File: config.mk
export PLATFORM = sky130hd
export DESIGN_NAME = csd_normalizer
export DESIGN_NICKNAME = d
export VERILOG_FILES = /design/src/rtl/csd_normalizer_pkg.sv /design/src/rtl/barrel_shifter_csd.sv /design/src/rtl/csd_normalizer.sv
export SDC_FILE = /design/constraint.sdc
export NUM_CORES = 1
export LEC_CHECK = 0
export ABC_AREA = 1
export BUFFER_PORTS_ARGS = -buffer_cell sky130_fd_sc_hd__buf_2
export CAP_MARGIN = 20
export CORE_MARGIN = 5
export CORE_UTILIZATION = 30
export CTS_BUF_LIST = sky130_fd_sc_hd__clkbuf_16
export DETAILED_ROUTE_END_ITERATION = 8
export HOLD_SLACK_MARGIN = 0.1
export SLEW_MARGIN = 40
export SYNTH_ARGS = -nofsm -noshare
export SYNTH_HDL_FRONTEND = slang
export SYNTH_HIERARCHICAL = 1
export SYNTH_SLANG_ARGS = --single-unit
File: constraint.sdc
create_clock -name clk -period 2.3 [get_ports clk]
set_input_delay 0.46 -clock clk [delete_from_list [all_inputs] [get_ports clk]]
set_output_delay 0.46 -clock clk [all_outputs]
set_load 0.05 [all_outputs]
File: src/rtl/csd_normalizer_pkg.sv
// Shared definitions for the CSD normalizer: digit codes, shift direction and FSM states.
package csd_normalizer_pkg;

   localparam logic [1:0] CSD_ZERO = 2'b00;
   localparam logic [1:0] CSD_POS  = 2'b01;
   localparam logic [1:0] CSD_NEG  = 2'b11;

   localparam logic CSD_SHL = 1'b0;
   localparam logic CSD_SHR = 1'b1;

   typedef enum logic [1:0] {
      ST_IDLE  = 2'd0,
      ST_SCAN  = 2'd1,
      ST_SHIFT = 2'd2,
      ST_DONE  = 2'd3
   } state_t;

   // Only 2'b00 is a zero digit; 2'b10 is treated as nonzero.
   function automatic logic digit_nonzero(input logic [1:0] d);
      return d != CSD_ZERO;
   endfunction

endpackage

File: src/rtl/barrel_shifter_csd.sv
// Combinational CSD barrel shifter: moves whole 2-bit digits, filling with zero digits.
module barrel_shifter_csd
   import csd_normalizer_pkg::*;
#(
   parameter int W     = 8,
   parameter int LOG2W = 3
) (
   input  logic [2*W-1:0]   csd_in,
   input  logic [LOG2W-1:0] sel,
   input  logic             dir,
   output logic [2*W-1:0]   csd_out
);

   always_comb begin
      csd_out = csd_in;
      for (int b = 0; b < LOG2W; b++) begin
         if (sel[b]) begin
            if (dir == CSD_SHL) csd_out = csd_out << (2 * (2 ** b));
            else                csd_out = csd_out >> (2 * (2 ** b));
         end
      end
   end

endmodule

File: src/rtl/csd_normalizer.sv
// Sequential leading-zero-digit normalizer for CSD mantissas; one word in flight at a time.
//
// state    | meaning
// ST_IDLE  | ready for a new word
// ST_SCAN  | stepping cnt MSD-first until a nonzero digit or the last digit
// ST_SHIFT | register shifter output, shift amount and zero flag
// ST_DONE  | result presented, waiting for out_ready
module csd_normalizer
   import csd_normalizer_pkg::*;
#(
   parameter int W     = 8,
   parameter int LOG2W = 3
) (
   input  logic             clk,
   input  logic             rst,
   input  logic             in_valid,
   output logic             in_ready,
   input  logic [2*W-1:0]   in_csd,
   output logic             out_valid,
   input  logic             out_ready,
   output logic [2*W-1:0]   out_csd,
   output logic [LOG2W-1:0] out_shamt,
   output logic             out_zero
);

   state_t           state, state_next;
   logic [2*W-1:0]   word_q;
   logic [LOG2W-1:0] cnt;
   logic             zero_q;
   logic [2*W-1:0]   sh_out;
   logic             msd_nz;
   logic             cnt_last;

   barrel_shifter_csd #(.W(W), .LOG2W(LOG2W)) u_shifter (
      .csd_in  (word_q),
      .sel     (cnt),
      .dir     (CSD_SHL),
      .csd_out (sh_out)
   );

   // After shifting by cnt, the MSD of the shifter output is digit W-1-cnt of word_q.
   assign msd_nz   = digit_nonzero(sh_out[2*W-1 -: 2]);
   assign cnt_last = (cnt == LOG2W'(W - 1));

   always_ff @(posedge clk) begin
      if (rst) state <= ST_IDLE;
      else     state <= state_next;
   end

   always_comb begin
      state_next = state;
      in_ready   = 1'b0;
      out_valid  = 1'b0;
      case (state)
         ST_IDLE: begin
            in_ready = !rst;
            if (in_valid && !rst) state_next = ST_SCAN;
         end
         ST_SCAN: begin
            if (msd_nz || cnt_last) state_next = ST_SHIFT;
         end
         ST_SHIFT: state_next = ST_DONE;
         ST_DONE: begin
            out_valid = 1'b1;
            if (out_ready) state_next = ST_IDLE;
         end
         default: state_next = ST_IDLE;
      endcase
   end

   always_ff @(posedge clk) begin
      if (rst) begin
         word_q    <= '0;
         cnt       <= '0;
         zero_q    <= 1'b0;
         out_csd   <= '0;
         out_shamt <= '0;
         out_zero  <= 1'b0;
      end else begin
         case (state)
            ST_IDLE: begin
               if (in_valid) begin
                  word_q <= in_csd;
                  cnt    <= '0;
                  zero_q <= 1'b0;
               end
            end
            ST_SCAN: begin
               if (!msd_nz) begin
                  if (cnt_last) zero_q <= 1'b1;
                  else          cnt    <= cnt + 1'b1;
               end
            end
            ST_SHIFT: begin
               out_csd   <= sh_out;
               out_shamt <= zero_q ? '0 : cnt;
               out_zero  <= zero_q;
            end
            ST_DONE: begin
               if (out_ready) zero_q <= 1'b0;
            end
            default: ;
         endcase
      end
   end

endmodule

==> flow_summary_export.csv, run 1 <==
group,metric,value,unit
status,status,"finished, final reports clean",
placed_design,routabilityCongestion,0.8365,
setup_path,cp_common_cell,"nand2_1",
logic_synthesis,ys_types,22,
clocking,cts_setup_buffers,0,
pwr,internal_power,1.954,mW
setup_path,cp_slowest_stage_delay,0.37,ns
logic_synthesis,synthTopCellsByCount,"141 x nand2_1, 77 x nor2_1, 47 x nand3_1",
logic_synthesis,synth_ff_type,"dfxtp_1",
timing,clock.fmax,0.5254,GHz
floorplanning,core_area,8593,um^2
floorplanning,start_util,30.30,%
setup_path,cp_max_fo,29,
global_routing,grt_overflow,0,
logic_synthesis,ys_seq_area_share,32.29,%
timing,fin_tns_setup,0,ns
setup_path,path_class,"flop to flop",
pwr,leakage,1.585,nW
clocking,htreeDepth,2,
global_routing,grt_pass1_wl,11.60,mm
timing,min_period,1.903,ns
clocking,ctsResizeCount,0,
setup_path,cp.required,2.47,ns
setup_path,crit_slowest_cell,"dfxtp_1",
timing,setup-violations-final,0,
pwr,p_seq_share,29.0,%
detailed_routing,vias,2610,
logic_synthesis,synth_edf_count,0,
setup_path,startpoint,"cnt[0]",
clocking,cts_tree,"yes",
setup_path,startpoint_type,"flop",
detailed_routing,drc,0,
run,maxCapViolCount,0,
layout,num-nets-final,485,
layout,final_core_util,34.67,%
layout,antenna_cells,0,
clocking,path_clk_slew,0.06,ns
setup_path,endpoint_kind,"flop",
floorplanning,rows,34,
clocking,clockRootBuffer,"clkbuf_16",
pwr,power.density,1314,nW/um^2
logic_synthesis,ys.warnings.count,6,
setup_path,reg2reg_from,"cnt[0]",
timing,hold_violations,0,
detailed_routing,vias_per_cell,4.603,
floorplanning,die_y,103.2,um
detailed_routing,drt_iter0_drc,188,
setup_path,crit_family,"simple AND/OR/NAND/NOR gates",
clocking,clockBufferDepth,2,
logic_synthesis,synth_area_leader_cell,"dfxtp_1",
setup_path,crit_chain,"buf_4, nand3_1, nand3_1, nand2_1, nand3_1, nand2_1, nand2_1, inv_1, nand2_1, nor2_1, nor2_1, nand2_1, nand2_1, nor2_1",
logic_synthesis,avgSynthCellArea,6.141,um^2
logic_synthesis,yosysTopAreaCellShare,32.29,%
layout,layout-drive-gt1-share,16.56,%
timing,fin_crit_sh,82.75,%
detailed_routing,postRouteAntennaNets,0,
setup_path,critPathBufInv,2,
detailed_routing,wl_per_cell,11.61,um
worst_hold_path,holdCritPathClass,"input pin to flop",
logic_synthesis,synthTopCellsByArea,"dfxtp_1 32%, nand2_1 20%, nor2_1 11%",
global_routing,grt_pass1_vias,2585,
timing,maxSlewViolCount,0,
timing,rsz0062_at_grt,"no",
logic_synthesis,async_flop_share,0,%
floorplanning,io_pins,42,
pwr,swShare,50.08,%
logic_synthesis,syn_area,2604,um^2
global_routing,antenna_found_initial,0,
global_routing,track_usage,13.33,%
clocking,numCtsBuffers,5,
pwr,peakVddDrop,0.0006370,V
floorplanning,die_w,103.2,um
global_routing,grt_max_degree,40,
clocking,insertion_delay,0.28,ns
logic_synthesis,yosys.cell_count.top_type,"nand2_1",
setup_path,cp.arrival,2.08,ns
detailed_routing,dr.pass1.iters,4,
floorplanning,die_area,10640,um^2
clocking,holdBufCountCts,0,
placed_design,dp_hpwl,4.959,mm
logic_synthesis,synth-seq-cells,42,
logic_synthesis,syn_inst,424,
pwr,p_comb_share,54.0,%
layout,syn2layout_area_growth,14.42,%
detailed_routing,drt-total-wl,6.584,mm
pwr,p_sw,1.960,mW
placed_design,io_buffers,41,
setup_path,reg2reg_slack,0.40,ns
clocking,cts.sink_count,42,
worst_hold_path,hold_start,"rst",
pwr,power_frac_clock,17.0,%
timing,clock_skew,0.002624,ns
final timing paths:
kind	endpoint	cells after the start
max reg2reg	state[1]	14
max	state[1]	14
min	out_shamt[2]	2
min reg2reg	out_shamt[2]	2
layer usage:
| metal | global-route usage, % | part of all wire (%) | up-vias |
|---|---|---|---|
| met2 | 23.58 | 51 | 31 |
| met1 | 16.85 | 46 | 1177 |
| li1 | - | - | 1395 |
| met4 | 3.187 | 0.96 | 0 |
| met5 | 0 | 0 | - |
| met3 | 2.233 | 2.0 | 7 |
final cells by class:
cell class	instances	area, um^2
Fill cell	962	5614
Multi-Input combinational cell	334	1508
Sequential cell	42	840.8
Timing Repair Buffer	47	250.2
Tap cell	108	135.1
Clock buffer	5	125.1
Inverter	28	107.6
Clock inverter	3	12.51
registers in the layout, indices dropped and copies added, names as in the netlist:
register	flops
out_csd	16
out_shamt	3
zero_q	1
out_zero	1
word_q	16
state	2
cnt	3
power by group through the flow:
stage / clock, mW / sequential, mW / combinational [mW]
6_report: 0.666 / 1.14 / 2.11
2_1_floorplan: 0 / 1.45 / 1.40
3_3_place_gp: 0 / 1.15 / 2.09
4_1_cts: 0.683 / 1.14 / 2.12
3_5_place_dp: 0 / 1.15 / 2.11
5_1_grt: 0.710 / 1.17 / 2.43
placed cells by master, fill, tap and decap left out, types with 5 or more instances in the layout:
| cell | n |
|---|---|
| nand2_1 | 141 |
| nor2_1 | 77 |
| nand3_1 | 47 |
| dfxtp_1 | 42 |
| buf_2 | 41 |
| o21ai_0 | 33 |
| inv_1 | 24 |
| nand3_2 | 8 |
| nand2_2 | 7 |
| ha_1 | 7 |
| a21oi_1 | 6 |
| buf_4 | 6 |
| clkbuf_16 | 5 |
through the flow:
stage	cell area, um^2	total power, mW	std cells	setup WS, ns	hold slack [ns]
after global routing	2979	4.305	567	0.1223	0.4208
after global placement	2841	3.238	559	0.5067	0.4534
after CTS	2979	3.945	567	0.4041	0.4146
after floorplan	2608	2.853	425	0.4976	0.4438
final	2979	3.914	567	0.3966	0.4113
after detailed placement	2841	3.268	559	0.4263	0.4563
cell families (layout without fill, tap and decap cells):
kind of cell | count (synthesis) | in the layout | share of synthesized area, %
other | 1 | 2 | 0.1440
and+or+nand+nor | 285 | 285 | 46.42
adders and majority gates | 7 | 7 | 3.364
DFF | 42 | 42 | 32.29
AOI/OAI and AO/OA | 40 | 40 | 7.833
buffers and inverters | 49 | 83 | 9.947
No activity file was read; power rests on OpenSTA's default activity.
==> run 2, diff against run 1 <==
==> constraint.sdc (replaced) <==
create_clock -name clk -period 1.65 [get_ports clk]
set_input_delay 0.33 -clock clk [delete_from_list [all_inputs] [get_ports clk]]
set_output_delay 0.33 -clock clk [all_outputs]
set_load 0.05 [all_outputs]
==> run 2 against run 1 <==
The flow now finishes with violations (negative setup slack). Worst hold slack worse by 0.12 ns. Global-route usage is 0.60 points higher. Sequential share of layout area is 3.9 points lower. Critical path type unchanged. Critical path depth stayed put. Setup slack worse by 0.45 ns. Power is 59% higher. Register-to-register slack worse by 0.45 ns. Count of clock-buffer cells in the layout stayed put. Sequential cell count stayed put. Via count is 7.7% higher. Cell count is 7.8% higher.
==> flow_summary_export.csv, run 2 (synthesized netlist as in run 1, its figures left out) <==
group,metric,value,unit
status,status,"finished with violations",
status,violations,"negative setup slack",
timing,rsz0062_at_grt,"yes",
setup_path,reg2reg_slack,-0.05,ns
layout,syn2layout_area_growth,33.69,%
pwr,power.density,1784,nW/um^2
pwr,power_frac_clock,14.9,%
placed_design,io_buffers,41,
placed_design,dp_hpwl,5.398,mm
layout,antenna_cells,0,
floorplanning,die_area,10640,um^2
pwr,p_seq_share,24.8,%
global_routing,grt_max_degree,24,
pwr,internal_power,3.271,mW
timing,fin_ws,-0.05187,ns
clocking,cts.sink_count,42,
setup_path,startpoint_type,"flop",
global_routing,grt_pass1_wl,12.05,mm
setup_path,cp.arrival,1.88,ns
setup_path,endpoint_kind,"flop",
timing,setup-violations-final,4,
detailed_routing,drt-total-wl,7.072,mm
timing,clock.fmax,0.5876,GHz
timing,maxSlewViolCount,0,
timing,clock_skew,0.003629,ns
setup_path,cp_max_fo,8,
detailed_routing,highest_layer,"met4",
clocking,path_clk_slew,0.06,ns
run,maxCapViolCount,0,
layout,final_core_util,40.51,%
timing,hold_violations,0,
pwr,p_sw,2.937,mW
layout,final_common_cell,"nand2_1",
clocking,cts_tree,"yes",
worst_hold_path,hold_start,"rst",
detailed_routing,postRouteAntennaNets,0,
detailed_routing,routed-wl-met3,180,um
timing,min_period,1.702,ns
detailed_routing,wl_met1,3.077,mm
timing,fin_crit_sh,103.1,%
global_routing,grt_overflow,0,
worst_hold_path,holdCritPathClass,"input pin to flop",
clocking,numCtsBuffers,5,
global_routing,grt_pass1_vias,2778,
floorplanning,die_y,103.2,um
layout,most-common-layout-cells,"133 x nand2_1, 74 x nor2_1, 47 x buf_4, 40 x dfxtp_1, 40 x buf_2",
clocking,clockRootBuffer,"clkbuf_16",
global_routing,antenna_found_initial,0,
layout,layout-drive-gt1-share,28.63,%
pwr,p_comb_share,60.3,%
detailed_routing,wl_per_cell,11.57,um
setup_path,reg2reg_from,"cnt[0]",
detailed_routing,dr.pass1.iters,4,
pwr,total_power,6.208,mW
detailed_routing,vias_per_cell,4.601,
pwr,peakVddDrop,0.0008195,V
clocking,holdBufCountCts,0,
setup_path,path_class,"flop to flop",
floorplanning,die_w,103.2,um
pwr,swShare,47.31,%
setup_path,cp.required,1.83,ns
floorplanning,core_area,8593,um^2
placed_design,pre_cts_ws,-0.1180,ns
pwr,leakage,1.860,nW
setup_path,startpoint,"cnt[0]",
detailed_routing,drc,0,
detailed_routing,drt_iter0_drc,145,
clocking,insertion_delay,0.28,ns
clocking,clockBufferDepth,2,
layout,reg_top3,"out_csd x16, word_q x16",
floorplanning,rows,34,
clocking,htreeDepth,2,
detailed_routing,wl_met2,3.665,mm
floorplanning,io_pins,42,
global_routing,track_usage,13.93,%
placed_design,routabilityCongestion,0.8392,
detailed_routing,vias,2811,
floorplanning,start_util,30.30,%
layout,num-nets-final,529,
[run 2: cell count changes in the layout (fill, tap and decap cells not counted), sizes merged]
| cell | before | now |
|---|---|---|
| buf | 47 | 91 |
| clkinv | 3 | 4 |
| inv | 28 | 27 |
[run 2: per-stage QoR]
stage	instance area (um^2)	hold WS [ns]	setup TNS [ns]	instances
2_1_floorplan	2611	0.3991	0	425
3_3_place_gp	3120	0.4516	-0.3877	594
3_5_place_dp	3120	0.4573	-0.6326	594
4_1_cts	3363	0.3009	-0.05890	608
5_1_grt	3481	0.3085	-1.047	611
6_report	3481	0.2951	-0.1987	611
[run 2: worst max-delay path, cell delays in order (launching register included)]
cell	delay, ns
dfxtp_4	0.38
inv_6	0.05
buf_12	0.13
nand2_2	0.05
nand3_2	0.08
nand2_1	0.08
nand3_2	0.09
nand2_1	0.08
nand2_2	0.06
nor2_2	0.12
nor2_1	0.06
nor2_2	0.21
nand3_1	0.10
nand2_1	0.07
nor2_1	0.04
[run 2: layout make-up]
cell class | instances | area (um^2)
clock buffers | 5 | 125.1
clock inverters | 3 | 11.26
fillers | 948 | 5112
inverters | 28 | 110.1
multi-input cells | 334 | 1643
flip-flops and latches | 42 | 845.8
well taps | 108 | 135.1
repair buffers | 91 | 610.6
[run 2: timing repair]
| item | in CTS | in global routing |
|---|---|---|
| setup buffers | 6 | 3 |
| pin swaps | 10 | 13 |
| gates resized for setup | 17 | 20 |
| endpoints found under the hold margin | 0 | 0 |
| setup endpoints to repair | 7 | 9 |
[run 2: worst paths after layout]
path | to | cells past startpoint
hold reg to reg | out_shamt[0] | 2
hold / removal | out_shamt[0] | 2
setup reg to reg | zero_q | 14
setup / recovery | zero_q | 14
[run 2: per-layer routing]
metal  GRT usage (%)  up-vias
li1                -     1482
met1           16.22     1280
met2           25.65       35
met3           2.706       14
met4           4.084        0
met5               0        -
[run 2: power by group through the flow]
stage	Clock [mW]	Combinational, mW	Sequential, mW
final	0.922	3.74	1.54
after global routing	0.990	4.21	1.58
after CTS	0.949	3.58	1.53
after detailed placement	0	3.41	1.54
after global placement	0	3.38	1.54
after floorplan	0	1.95	2.03
==> run 3, diff against run 2 <==
--- a/config.mk
+++ b/config.mk
@@ -5,7 +5,6 @@
 export SDC_FILE = /design/constraint.sdc
 export NUM_CORES = 1
 export LEC_CHECK = 0
-export ABC_AREA = 1
 export BUFFER_PORTS_ARGS = -buffer_cell sky130_fd_sc_hd__buf_2
 export CAP_MARGIN = 20
 export CORE_MARGIN = 5
==> run 3 against run 2 <==
The flow still finishes with violations (negative setup slack). Maximum frequency down 15%. First-iteration DRC count up 14%. Synthesized cell count down 20%. Count of clock-buffer cells in the layout unchanged. Cell count down 13%. Synthesized area up 4.0%. Utilization up 2.8 points. Setup slack worse by 0.29 ns. Cell area up 9.1%. Combinational power down 16%. Die area up 3.6%. Critical endpoint is now state[1]. Largest cell class unchanged. Largest power group unchanged.
==> flow_summary_export.csv, run 3 <==
group,metric,value,unit
detailed_routing,wl_met2,4.167,mm
setup_path,crit_chain,"buf_6, buf_4, nor2_1, a21oi_2, o21ai_2, nor3_1, a221oi_2, mux2i_1, nor2_1",
detailed_routing,drt_iter0_drc,165,
setup_path,crit_family,"compound AO/OA/AOI/OAI gates",
layout,final_core_util,43.32,%
pwr,power.density,1425,nW/um^2
layout,reg_top3,"out_csd x16, word_q x16",
global_routing,grt_overflow,0,
detailed_routing,highest_layer,"met4",
placed_design,placed_area,3351,um^2
clocking,holdBufCountCts,0,
detailed_routing,dr.pass1.iters,4,
setup_path,cp.required,1.81,ns
clocking,cts_tree,"yes",
floorplanning,die_y,105,um
detailed_routing,drt-total-wl,8.303,mm
timing,min_period,1.994,ns
placed_design,io_buffers,41,
detailed_routing,vias,2699,
timing,fin_crit_sh,120.8,%
pwr,leakage,1.528,nW
logic_synthesis,avgSynthCellArea,8.011,um^2
status,violations,"negative setup slack",
layout,antenna_cells,0,
timing,fin_ws,-0.3438,ns
status,status,"finished with violations",
global_routing,grt_pass1_vias,2695,
clocking,path_clk_slew,0.06,ns
logic_synthesis,syn_nets,365,
layout,most-common-layout-cells,"54 x buf_4, 43 x nand2_1, 42 x nor2_1, 40 x mux2i_1, 40 x buf_2",
floorplanning,die_w,105,um
worst_hold_path,holdCritPathClass,"input pin to flop",
timing,clock_skew,0.005732,ns
logic_synthesis,synth_edf_count,0,
setup_path,cp_slowest_stage_delay,0.38,ns
setup_path,cp.arrival,2.15,ns
clocking,insertion_delay,0.28,ns
detailed_routing,vias_per_cell,5.054,
logic_synthesis,ys_types,46,
pwr,total_power,5.409,mW
clocking,cts.sink_count,42,
clocking,clockBufferDepth,2,
setup_path,startpoint_type,"flop",
layout,final_common_cell,"buf_4",
timing,maxSlewViolCount,0,
floorplanning,start_util,30.90,%
global_routing,track_usage,14.76,%
floorplanning,io_pins,42,
run,maxCapViolCount,0,
floorplanning,rows,34,
logic_synthesis,synth_ff_type,"dfxtp_1",
setup_path,critPathBufInv,2,
global_routing,grt_max_degree,43,
logic_synthesis,yosysTopAreaCellShare,31.05,%
logic_synthesis,synth-seq-cells,42,
detailed_routing,wl_per_cell,15.55,um
placed_design,pre_cts_ws,-0.4425,ns
logic_synthesis,yosys.cell_count.top_type,"nor2_1",
detailed_routing,drc,0,
logic_synthesis,ys.warnings.count,6,
layout,syn2layout_area_growth,40.20,%
clocking,htreeDepth,2,
setup_path,endpoint_kind,"flop",
setup_path,path_class,"flop to flop",
logic_synthesis,syn_area,2708,um^2
layout,post_layout_nonfiller_instances,534,
setup_path,reg2reg_slack,-0.34,ns
placed_design,dpl.cell_count,516,
layout,final_area,3796,um^2
layout,num-nets-final,453,
placed_design,dp_hpwl,6.379,mm
logic_synthesis,syn_inst,338,
detailed_routing,wl_met1,3.669,mm
timing,rsz0062_at_grt,"yes",
logic_synthesis,synthTopCellsByArea,"dfxtp_1 31%, mux2i_1 16%, a21oi_1 7.0%",
setup_path,cp_common_cell,"nor2_1",
detailed_routing,postRouteAntennaNets,0,
logic_synthesis,synthTopCellsByCount,"48 x nor2_1, 43 x nand2_1, 42 x dfxtp_1, 42 x mux2i_1, 38 x a21oi_1",
floorplanning,die_area,11030,um^2
timing,setup-violations-final,14,
logic_synthesis,async_flop_share,0,%
pwr,peakVddDrop,0.0009633,V
placed_design,routabilityCongestion,0.9468,
floorplanning,core_area,8763,um^2
logic_synthesis,synth_area_leader_cell,"dfxtp_1",
global_routing,grt_pass1_wl,13.56,mm
setup_path,crit_slowest_cell,"a221oi_2",
logic_synthesis,ys_seq_area_share,31.05,%
setup_path,cp_max_fo,10,
timing,hold_violations,0,
layout,layout-drive-gt1-share,37.79,%
clocking,numCtsBuffers,5,
timing,clock.fmax,0.5016,GHz
clocking,clockRootBuffer,"clkbuf_16",
detailed_routing,routed-wl-met3,263,um
global_routing,antenna_found_initial,0,
## run 3: changes by cell type after synthesis, sizes merged, moves of 12 or more
| cell | previous run | this run |
|---|---|---|
| a211oi | 0 | 12 |
| a21oi | 6 | 40 |
| inv | 27 | 6 |
| mux2i | 0 | 42 |
| nand2 | 148 | 43 |
| nand3 | 55 | 2 |
| nor2 | 80 | 48 |
| o21ai | 34 | 9 |
## run 3: final cells by class
type	instances	area [um^2]
clock inverters	2	11.26
inverters	6	22.52
repair buffers	106	783.3
multi-input cells	265	1866
fillers	910	4967
well taps	108	135.1
flip-flops and latches	42	853.3
clock buffers	5	125.1
## run 3: final timing paths
kind	startpoint	endpoint	cells past startpoint
worst min-delay path	in_csd[0]	word_q[0]	3
worst max register to register	cnt[1]	state[1]	9
worst min register to register	out_csd[11]	out_csd[11]	2
worst max-delay path	cnt[1]	state[1]	9
## run 3: kinds of logic after synthesis
kind of cell               after synthesis  share of synthesized area, %
AOI/OAI and AO/OA                       87                         21.77
buffers and inverters                   31                         6.145
other                                    1                        0.1385
DFF                                     42                         31.05
and+or+nand+nor                        126                         20.89
adders and majority gates                7                         3.235
muxes                                   44                         16.77
## run 3: per-stage QoR
stage	hold slack, ns	setup TNS (ns)
global placement	0.4719	-1.784
global route	0.2981	-3.891
finish	0.2843	-2.335
CTS	0.2794	-1.691
detailed placement	0.4848	-2.108
floorplan	0.4660	-1.792
## run 3: what timing repair did
action / CTS / global route
setup buffers: 7 / 4
resized for setup: 27 / 32
endpoints found under the setup margin: 10 / 23
pin swaps: 4 / 13
endpoints found under the hold margin: 0 / 0
## run 3: worst register-to-register path: cells and delay by family, from the launching register on
family | cells | cell delay (ns)
compound gates | 3 | 0.66
flops | 1 | 0.32
buf+inv | 2 | 0.31
simple gates | 3 | 0.34
mux | 1 | 0.24
## run 3: power by group
part / total (mW) / internal (mW) / switching (mW) / leakage [nW]
registers: 1.32 / 1.19 / 0.129 / 0.344
logic: 3.16 / 1.53 / 1.63 / 1.12
clock network: 0.929 / 0.546 / 0.383 / 0.0671
total: 5.41 / 3.26 / 2.15 / 1.53
## run 3: routing by layer
metal | track usage [%] | vias to the layer above
met5 | 0 | -
met4 | 3.836 | 0
met3 | 2.589 | 14
met2 | 25.85 | 58
met1 | 18.61 | 1265
li1 | - | 1362
